--- config.mk ---
export PLATFORM = sky130hd
export DESIGN_NAME = sumador_control
export DESIGN_NICKNAME = d
export VERILOG_FILES = /design/src/rtl/sumador_pkg.sv /design/src/rtl/bcd_digit_add.sv /design/src/rtl/sumador_control.sv
export SDC_FILE = /design/constraint.sdc
export NUM_CORES = 1
export LEC_CHECK = 0
export CAP_MARGIN = 20
export CORE_UTILIZATION = 30
export DETAILED_ROUTE_END_ITERATION = 10
export MAX_ROUTING_LAYER = met4
export PLACE_DENSITY = 0.5
export SLEW_MARGIN = 20
export SYNTH_ARGS = -nofsm -noshare
export SYNTH_HDL_FRONTEND = slang
export SYNTH_SLANG_ARGS = --single-unit
--- constraint.sdc ---
create_clock -name clk -period 10.6 [get_ports clk]
set_clock_uncertainty 0.15 [all_clocks]
set_input_delay 1.59 -clock clk [delete_from_list [all_inputs] [get_ports clk]]
set_output_delay 1.59 -clock clk [all_outputs]
set_load 0.05 [all_outputs]
--- src/rtl/sumador_pkg.sv ---
// sumador_pkg: shared types and constants for the keypad adder controller.
//   state_t   - controller state encoding (also exported on state_o)
//   KEY_*     - keypad codes with a control meaning
//   is_digit  - true for keypad codes 0..9
package sumador_pkg;

    typedef enum logic [1:0] {
        ENTER_A = 2'd0,
        ENTER_B = 2'd1,
        CALC    = 2'd2,
        RESULT  = 2'd3
    } state_t;

    localparam logic [3:0] KEY_ADD  = 4'hA;
    localparam logic [3:0] KEY_EQ   = 4'hB;
    localparam logic [3:0] KEY_CLR  = 4'hC;
    localparam logic [3:0] KEY_BKSP = 4'hD;

    function automatic logic is_digit(input logic [3:0] code);
        return code <= 4'd9;
    endfunction

endpackage

--- src/rtl/bcd_digit_add.sv ---
// bcd_digit_add: combinational single-digit BCD adder.
//   a, b  - BCD digits (0..9)
//   cin   - carry in
//   s     - BCD sum digit
//   cout  - decimal carry out
module bcd_digit_add (
    input  logic [3:0] a,
    input  logic [3:0] b,
    input  logic       cin,
    output logic [3:0] s,
    output logic       cout
);

    logic [4:0] raw;

    assign raw = {1'b0, a} + {1'b0, b} + {4'b0, cin};

    always_comb begin
        s    = raw[3:0];
        cout = 1'b0;
        if (raw > 5'd9) begin
            // raw - 10 modulo 16 equals raw[3:0] + 6 for raw in 10..19
            s    = raw[3:0] + 4'd6;
            cout = 1'b1;
        end
    end

endmodule

--- src/rtl/sumador_control.sv ---
// sumador_control: keypad-to-adder sequencing controller.
// Collects two BCD operands from keypad events, then adds them one digit
// per clock using a single bcd_digit_add.
//   clk, rst      - clock, synchronous active-low reset
//   key_code      - keypad code, valid while key_pressed=1
//   key_pressed   - level, high while a key is held (rising edge = event)
//   digits_a/b    - BCD operands, digit 0 in [3:0]
//   result        - BCD sum, NDIG+1 digits
//   result_valid  - sum is final
//   busy          - addition in progress
//   disp_sel      - 0 show A, 1 show B, 2 show result
//   state_o       - current state encoding
// Optional feature macro: SUMADOR_BACKSPACE_EN (key D deletes last digit).
module sumador_control
    import sumador_pkg::*;
#(
    parameter int NDIG = 3
) (
    input  logic                  clk,
    input  logic                  rst,
    input  logic [3:0]            key_code,
    input  logic                  key_pressed,
    output logic [4*NDIG-1:0]     digits_a,
    output logic [4*NDIG-1:0]     digits_b,
    output logic [4*(NDIG+1)-1:0] result,
    output logic                  result_valid,
    output logic                  busy,
    output logic [1:0]            disp_sel,
    output logic [1:0]            state_o
);

    localparam int         W      = 4 * NDIG;
    localparam int         RW     = 4 * (NDIG + 1);
    localparam logic [3:0] NDIG_C = 4'(NDIG);

    state_t          state, state_n;
    logic            key_q;
    logic [W-1:0]    a, a_n, b, b_n;
    logic [RW-1:0]   res, res_n;
    logic            valid, valid_n;
    logic [3:0]      cnt_a, cnt_a_n, cnt_b, cnt_b_n;
    logic [3:0]      idx, idx_n;
    logic            carry, carry_n;
    logic            key_evt, clr, load_first;
    logic [3:0]      sum_dig;
    logic            sum_cout;

    assign key_evt = key_pressed & ~key_q;

    bcd_digit_add u_add (
        .a    (a[4*int'(idx) +: 4]),
        .b    (b[4*int'(idx) +: 4]),
        .cin  (carry),
        .s    (sum_dig),
        .cout (sum_cout)
    );

    always_ff @(posedge clk) begin
        if (!rst) begin
            state <= ENTER_A;
            key_q <= 1'b0;
            a     <= '0;
            b     <= '0;
            res   <= '0;
            valid <= 1'b0;
            cnt_a <= '0;
            cnt_b <= '0;
            idx   <= '0;
            carry <= 1'b0;
        end else begin
            state <= state_n;
            key_q <= key_pressed;
            a     <= a_n;
            b     <= b_n;
            res   <= res_n;
            valid <= valid_n;
            cnt_a <= cnt_a_n;
            cnt_b <= cnt_b_n;
            idx   <= idx_n;
            carry <= carry_n;
        end
    end

    always_comb begin
        state_n    = state;
        a_n        = a;
        b_n        = b;
        res_n      = res;
        valid_n    = valid;
        cnt_a_n    = cnt_a;
        cnt_b_n    = cnt_b;
        idx_n      = idx;
        carry_n    = carry;
        clr        = 1'b0;
        load_first = 1'b0;

        case (state)
            ENTER_A: begin
                if (key_evt) begin
                    if (is_digit(key_code)) begin
                        if (!(cnt_a == 4'd0 && key_code == 4'd0) && cnt_a < NDIG_C) begin
                            a_n     = (a << 4) | W'(key_code);
                            cnt_a_n = cnt_a + 4'd1;
                        end
                    end else if (key_code == KEY_ADD) begin
                        state_n = ENTER_B;
                    end else if (key_code == KEY_CLR) begin
                        clr = 1'b1;
`ifdef SUMADOR_BACKSPACE_EN
                    end else if (key_code == KEY_BKSP && cnt_a != 4'd0) begin
                        a_n     = a >> 4;
                        cnt_a_n = cnt_a - 4'd1;
`endif
                    end
                end
            end
            ENTER_B: begin
                if (key_evt) begin
                    if (is_digit(key_code)) begin
                        if (!(cnt_b == 4'd0 && key_code == 4'd0) && cnt_b < NDIG_C) begin
                            b_n     = (b << 4) | W'(key_code);
                            cnt_b_n = cnt_b + 4'd1;
                        end
                    end else if (key_code == KEY_EQ) begin
                        state_n = CALC;
                        idx_n   = '0;
                        carry_n = 1'b0;
                    end else if (key_code == KEY_CLR) begin
                        clr = 1'b1;
`ifdef SUMADOR_BACKSPACE_EN
                    end else if (key_code == KEY_BKSP && cnt_b != 4'd0) begin
                        b_n     = b >> 4;
                        cnt_b_n = cnt_b - 4'd1;
`endif
                    end
                end
            end
            CALC: begin
                res_n[4*int'(idx) +: 4] = sum_dig;
                carry_n = sum_cout;
                idx_n   = idx + 4'd1;
                // Last digit: the carry lands directly in the top result digit
                // on the same edge, so RESULT follows NDIG CALC cycles.
                if (idx == NDIG_C - 4'd1) begin
                    res_n[RW-4 +: 4] = {3'b0, sum_cout};
                    state_n          = RESULT;
                    valid_n          = 1'b1;
                    idx_n            = '0;
                end
            end
            RESULT: begin
                if (key_evt) begin
                    if (is_digit(key_code)) begin
                        clr        = 1'b1;
                        load_first = (key_code != 4'd0);
                    end else if (key_code == KEY_CLR) begin
                        clr = 1'b1;
                    end
                end
            end
            default: state_n = ENTER_A;
        endcase

        if (clr) begin
            state_n = ENTER_A;
            a_n     = '0;
            b_n     = '0;
            res_n   = '0;
            valid_n = 1'b0;
            cnt_a_n = '0;
            cnt_b_n = '0;
            idx_n   = '0;
            carry_n = 1'b0;
        end
        if (load_first) begin
            a_n     = W'(key_code);
            cnt_a_n = 4'd1;
        end
    end

    assign digits_a     = a;
    assign digits_b     = b;
    assign result       = res;
    assign result_valid = valid;
    assign busy         = (state == CALC);
    assign state_o      = state;

    always_comb begin
        disp_sel = 2'd0;
        case (state)
            ENTER_A: disp_sel = 2'd0;
            ENTER_B: disp_sel = 2'd1;
            CALC:    disp_sel = 2'd1;
            RESULT:  disp_sel = 2'd2;
            default: disp_sel = 2'd0;
        endcase
    end

endmodule
==> results of run 1 <==
[metrics by stage]
step	power (W)	hold WS, ps	instances	cell area [um^2]
after floorplan	0.000329	258	350	3080
after global placement	0.000361	268	522	3700
after detailed placement	0.000362	272	522	3700
after CTS	0.000572	282	538	3910
after global routing	0.000596	313	538	3910
final	0.000565	278	538	3910
[final timing paths]
check / startpoint / to / slack [ps] / depth (start not counted)
hold reg to reg: cnt_a[3] / cnt_a[3] / 280 / 2
hold / removal: cnt_a[3] / cnt_a[3] / 280 / 2
setup / recovery: idx[0] / result[14] / 6410 / 14
setup reg to reg: idx[0] / result[14] / 6410 / 14
[critical path, stage by stage (launching register included)]
cell and delay [ps]:
dfxtp_1 670, inv_1 170, nor2_1 390, a21oi_1 130, nor2_1 140, fa_1 230
inv_1 60, fa_1 400, xor2_1 310, ha_1 210, nand2_1 50, a32o_1 220
o311ai_2 390, mux2_2 430, o22ai_1 160
[area by class of cell]
class	instances	area, um^2	area share, %
timing repair buffer	53	528	13.5
inverter	16	60.1	1.54
clock inverter	7	80.1	2.05
multi-input combinational	263	1810	46.3
tap	133	166	4.26
sequential	57	1140	29.2
clock buffer	9	124	3.17
[cells by family (layout without fill, tap and decap cells)]
| kind of cell | Yosys count | count (layout) |
|---|---|---|
| compound gates | 70 | 70 |
| simple gates | 133 | 133 |
| xor+xnor | 4 | 4 |
| fa+ha+maj | 21 | 21 |
| mux | 35 | 35 |
| flops | 57 | 57 |
| buf+inv | 30 | 85 |
[state kept, by name, indices dropped and copies added (netlist names)]
signal / count
digits_a: 12
key_q: 1
result: 16
cnt_b: 4
result_valid: 1
digits_b: 12
cnt_a: 4
carry: 1
idx: 4
state_o: 2
[where the power goes]
part,total (W),leakage (nW),internal (W),switching [W]
sequential,0.000228,0.460,0.000221,0.00000733
combinational,0.000128,0.919,0.0000488,0.0000790
clock,0.000209,0.0960,0.000110,0.0000984
total,0.000565,1.47,0.000380,0.000185
[Yosys cell counts (2+ instances only)]
cell type and instances:
nor4b_1 2, o21ai_0 14, nand2b_1 3, inv_1 16, a211oi_1 4, buf_4 2, a21oi_1 30, or3_1 3
or2_2 2, o211ai_1 2, nand3_1 8, ha_1 19, nand3b_1 4, nor2_1 49, o22ai_1 4, xor2_1 2
nor2b_1 4, dfxtp_1 57, o32ai_1 3, nor2_2 8, and2_1 7, o21a_1 3, nand2_1 22, xnor2_1 2
clkbuf_1 5, buf_2 5, fa_1 2, nor3_1 5, and3_1 6, mux2i_1 34
[per-layer routing]
layer	track usage [%]	vias up	wire length [um]
li1	-	1328	-
met1	20.6	1215	3860
met2	24.2	57	3370
met3	4.64	4	267
met4	4.44	0	33
met5	-	-	0
==> impl_results.md, run 1 <==
- Final Util: 39.6%
- Count of final setup violators: 0
- Post-synthesis compound-gate area fraction: 14.6%
- Post-CTS Setup Bufs: 0
- Layout cells sized above 1: 9.38%
- Clk slew on worst S/H paths: 70 ps
- Filler cell count: 1026
- Largest family of logic cells by synthesized area: simple AND/OR/NAND/NOR gates
- Pre-antenna DRT Iters: 5
- Adder-Cell Fraction of Synth Area: 9.01%
- Worst Setup End Kind: flip-flop
- Maximum clock path buffer count: 2
- Vias per cell: 4.84
- CP arrival: 4300 ps
- Ports: 53
- Root Buffer: clkbuf_8
- Worst-skew pair later-pin latency: 340 ps
- Ranking of synthesized cells by area: dfxtp_1, mux2i_1, ha_1
- Routed Antenna Nets: 0
- Pre-CTS setup slack: 6410 ps
- TritonCTS clock tree: done
- Mapped Area: 0.00308 mm^2
- Syn Area/Cell: 8.80 um^2
- Final period utilization: 39.5%
- Most frequent cells in the layout: dfxtp_1, clkdlybuf4s50_1, nor2_1
- Area grow syn2layout: 26.8%
- Hold Fails Final Rpt: 0
- Seq cells post-synth: 57
- PwrDens: 145 mW/mm^2
- Max-cap viol count: 0
- ANT cells: 0
- Max_slew headroom: 39.5%
- H-tree Lvls: 3
- Input/output buffers: 52
- Drt wl/cell: 14.0 um
- Dominant cell type by area after synthesis: dfxtp_1
- Final min period: 4190 ps
- Hold buffers post-CTS: 0
- Peak supply drop: 0.0000493 V
- Ys async rst share: 0%
- Setup TNS: 0 ps
- Syn Nets: 378
- Grt total ovfl: 0
- Largest net degree at the start of global routing: 29
- Drc violations: 0
- Number of enable flip-flop cells after synthesis: 0
- RSZ-0062 raised after global routing: false
- First DRT Iteration DRCs: 78
- Floorplan row count: 36
- Sequential share of the synthesized area: 37.0%
- Multiplexer share of the synthesized area: 11.4%
- Post-Route WL: 7.52 mm
- P_leak: 1.47 nW
- Vias in the first global route: 2565
- # clock sinks: 57
- Worst Setup Start Kind: flip-flop
- First-pass GRT wire length: 12.5 mm
- CP required: 10710 ps
- Die Y: 103 um
- WS Path Type: flip-flop to flip-flop
- Post-synth top flop: dfxtp_1
- Yosys top cell area share: 37.0%
- Worst slew pin tran: 907 ps
- Final WS setup: 6410 ps
- Final Max Tran Viols: 0
- Distinct cells, synth: 53
- Simple-gate portion of the synthesized area: 22.5%
- Fmax: 239 MHz
- Initial antenna violation count: 0
- Gp weighted congestion: 0.771
- Detailed-route via count: 2604
- Initial Util: 31.2%
- Leading cell type in the layout, fill and taps excluded: dfxtp_1
- Die W: 103 um
- Cells after Synth: 350
- DP HPWL: 5.57 mm
- Die area: 0.0107 mm^2
- Xor and xnor area share after synthesis: 1.14%
- PostCTS Resize Cnt: 0
- Status: completed
- YS warnings: 0
- Final net count: 428
- Worst hold path type: flip-flop to flip-flop
- CORE AREA: 0.00986 mm^2
- GRT Overall Usage: 16.0%
- TritonCTS Buffers: 9
- CP max FO: 19
No activity file was read; power rests on OpenSTA's default activity.
==> run 2: changes to the inputs <==
--- a/config.mk
+++ b/config.mk
@@ -9,7 +9,7 @@
 export CORE_UTILIZATION = 30
 export DETAILED_ROUTE_END_ITERATION = 10
 export MAX_ROUTING_LAYER = met4
-export PLACE_DENSITY = 0.5
+export PLACE_DENSITY = 0.52
 export SLEW_MARGIN = 20
 export SYNTH_ARGS = -nofsm -noshare
 export SYNTH_HDL_FRONTEND = slang
==> constraint.sdc (replaced) <==
create_clock -name clk -period 3.8 [get_ports clk]
set_clock_uncertainty 0.15 [all_clocks]
set_input_delay 0.57 -clock clk [delete_from_list [all_inputs] [get_ports clk]]
set_output_delay 0.57 -clock clk [all_outputs]
set_load 0.05 [all_outputs]
==> run 2 against run 1 <==
First-iteration DRC count rose by 27%. Via count fell by 0.73%. Cell count rose by 0.93%. Clock power rose to 3.0 times the previous value. Routed wire length rose by 0.58%. Utilization rose by 0.91 points. Critical path type unchanged.
==> impl_results.md, run 2 (same netlist as run 1, synthesis figures left out) <==
- H-tree Lvls: 3
- Pre-antenna DRT Iters: 4
- Drt wl/cell: 13.9 um
- ANT cells: 0
- CP max FO: 5
- Layout cells sized above 1: 11.0%
- Hold Fails Final Rpt: 0
- Pre-CTS setup slack: 246 ps
- Final Instance Area: 0.00400 mm^2
- TritonCTS Buffers: 9
- Clk slew on worst S/H paths: 70 ps
- First DRT Iteration DRCs: 99
- Launch point of the worst reg-to-reg path: idx[1]
- Ports: 53
- Gp weighted congestion: 0.754
- Largest net degree at the start of global routing: 28
- Area grow syn2layout: 29.7%
- Status: completed
- Input/output buffers: 52
- Maximum clock path buffer count: 2
- Flip-flop count of the largest register after layout: 16
- Sink of the worst hold path: cnt_a[2]
- First-pass GRT wire length: 12.4 mm
- Met1 wire length: 3.78 mm
- Worst slew pin tran: 775 ps
- Initial Util: 31.2%
- Met3 WL: 251 um
- Vias per cell: 4.76
- Drc violations: 0
- Detailed-route via count: 2585
- CP arrival: 3650 ps
- Final period utilization: 93.1%
- # clock sinks: 57
- Max-cap viol count: 0
- Slowest-stage cell, CP: fa_1
- Root Buffer: clkbuf_8
- DP Area: 0.00375 mm^2
- Metal2 WL: 3.46 mm
- Worst-skew pair later-pin latency: 340 ps
- Post-CTS Setup Bufs: 0
- Depth of the most critical reg-to-reg path: 12
- TritonCTS clock tree: done
- CP peak stage delay: 510 ps
- Vias in the first global route: 2454
- Die W: 103 um
- PwrDens: 409 mW/mm^2
- Uppermost layer routed: met4
- CORE AREA: 0.00986 mm^2
- Final net count: 435
- Die Y: 103 um
- Final min period: 3540 ps
- FF-to-FF setup slack: 260 ps
- Count of final setup violators: 0
- Post-Route WL: 7.57 mm
- CP required: 3910 ps
- Hold Path Origin: cnt_a[2]
- Worst hold path type: flip-flop to flip-flop
- GRT Overall Usage: 15.9%
- Worst Setup Start Kind: flip-flop
- Die area: 0.0107 mm^2
- Final Max Tran Viols: 0
- Setup TNS: 0 ps
- Worst Setup End Kind: flip-flop
- WS Path Type: flip-flop to flip-flop
- R2r endpoint: result[14]
- Most frequent cells in the layout: dfxtp_1, clkdlybuf4s50_1, nor2_1
- DP HPWL: 5.65 mm
- Max_slew headroom: 47.6%
- Final WS setup: 263 ps
- Hold path depth: 2
- WHS: 282 ps
- RSZ-0062 raised after global routing: false
- Peak supply drop: 0.000230 V
- Leading cell type in the layout, fill and taps excluded: dfxtp_1
- Floorplan row count: 36
- Grt total ovfl: 0
- Critical path, cell by cell: mux2i_1, nor2_1, a21oi_1, nor2_1, fa_1, inv_1, fa_1, ha_1, a32o_1, o311ai_4, mux2_2, o22ai_1
- P_leak: 1.53 nW
- Routed Antenna Nets: 0
- Pwr Total: 0.00163 W
- Initial antenna violation count: 0
- Fmax: 283 MHz
run 2: report_power, final:
group	internal [W]	switching (W)	leakage (nW)
registers	0.000617	0.0000202	0.460
clock network	0.000397	0.000237	0.111
logic	0.000141	0.000223	0.961
run 2: how the worst max path moves through the flow:
stage | startpoint | to | slack (ps) | cells past startpoint
3_5_place_dp | idx[0] | result[5] | 250 | 14
5_1_grt | idx[1] | result[14] | 40 | 12
2_1_floorplan | idx[1] | result[14] | 110 | 14
3_3_place_gp | idx[0] | result[5] | 380 | 14
4_1_cts | idx[1] | result[5] | 220 | 14
6_report | idx[1] | result[14] | 260 | 12
run 2: critical path: cells and delay by family, from the launching register on:
family	cells	cell delay, ps
mux	2	640
simple gates	2	130
fa+ha+maj	3	1190
compound gates	4	850
buf+inv	1	80
flops	1	420
run 2: final cells by class:
type                            count  area [um^2]
Clock buffer                       11          151
Multi-Input combinational cell    263         1830
Clock inverter                      3         65.1
Inverter                           16         60.1
Sequential cell                    57         1140
Fill cell                         970         5870
Timing Repair Buffer               60          581
Tap cell                          133          166
run 2: through the flow:
step,cells,util [%]
final,543,40.5
after global routing,543,40.5
after CTS,543,40.3
after detailed placement,529,38.1
after global placement,529,38.1
after floorplan,350,-
run 2: timing repair:
action | CTS | global route
endpoints found under the hold margin | 0 | 0
hold buffers | 0 | 0
resized for setup | 0 | 3
setup endpoints to repair | 0 | 5
run 2: per-layer routing:
metal	GRT usage, %	vias up
met2	24.1	50
li1	-	1340
met3	3.56	8
met5	-	-
met4	5.20	0
met1	20.8	1187
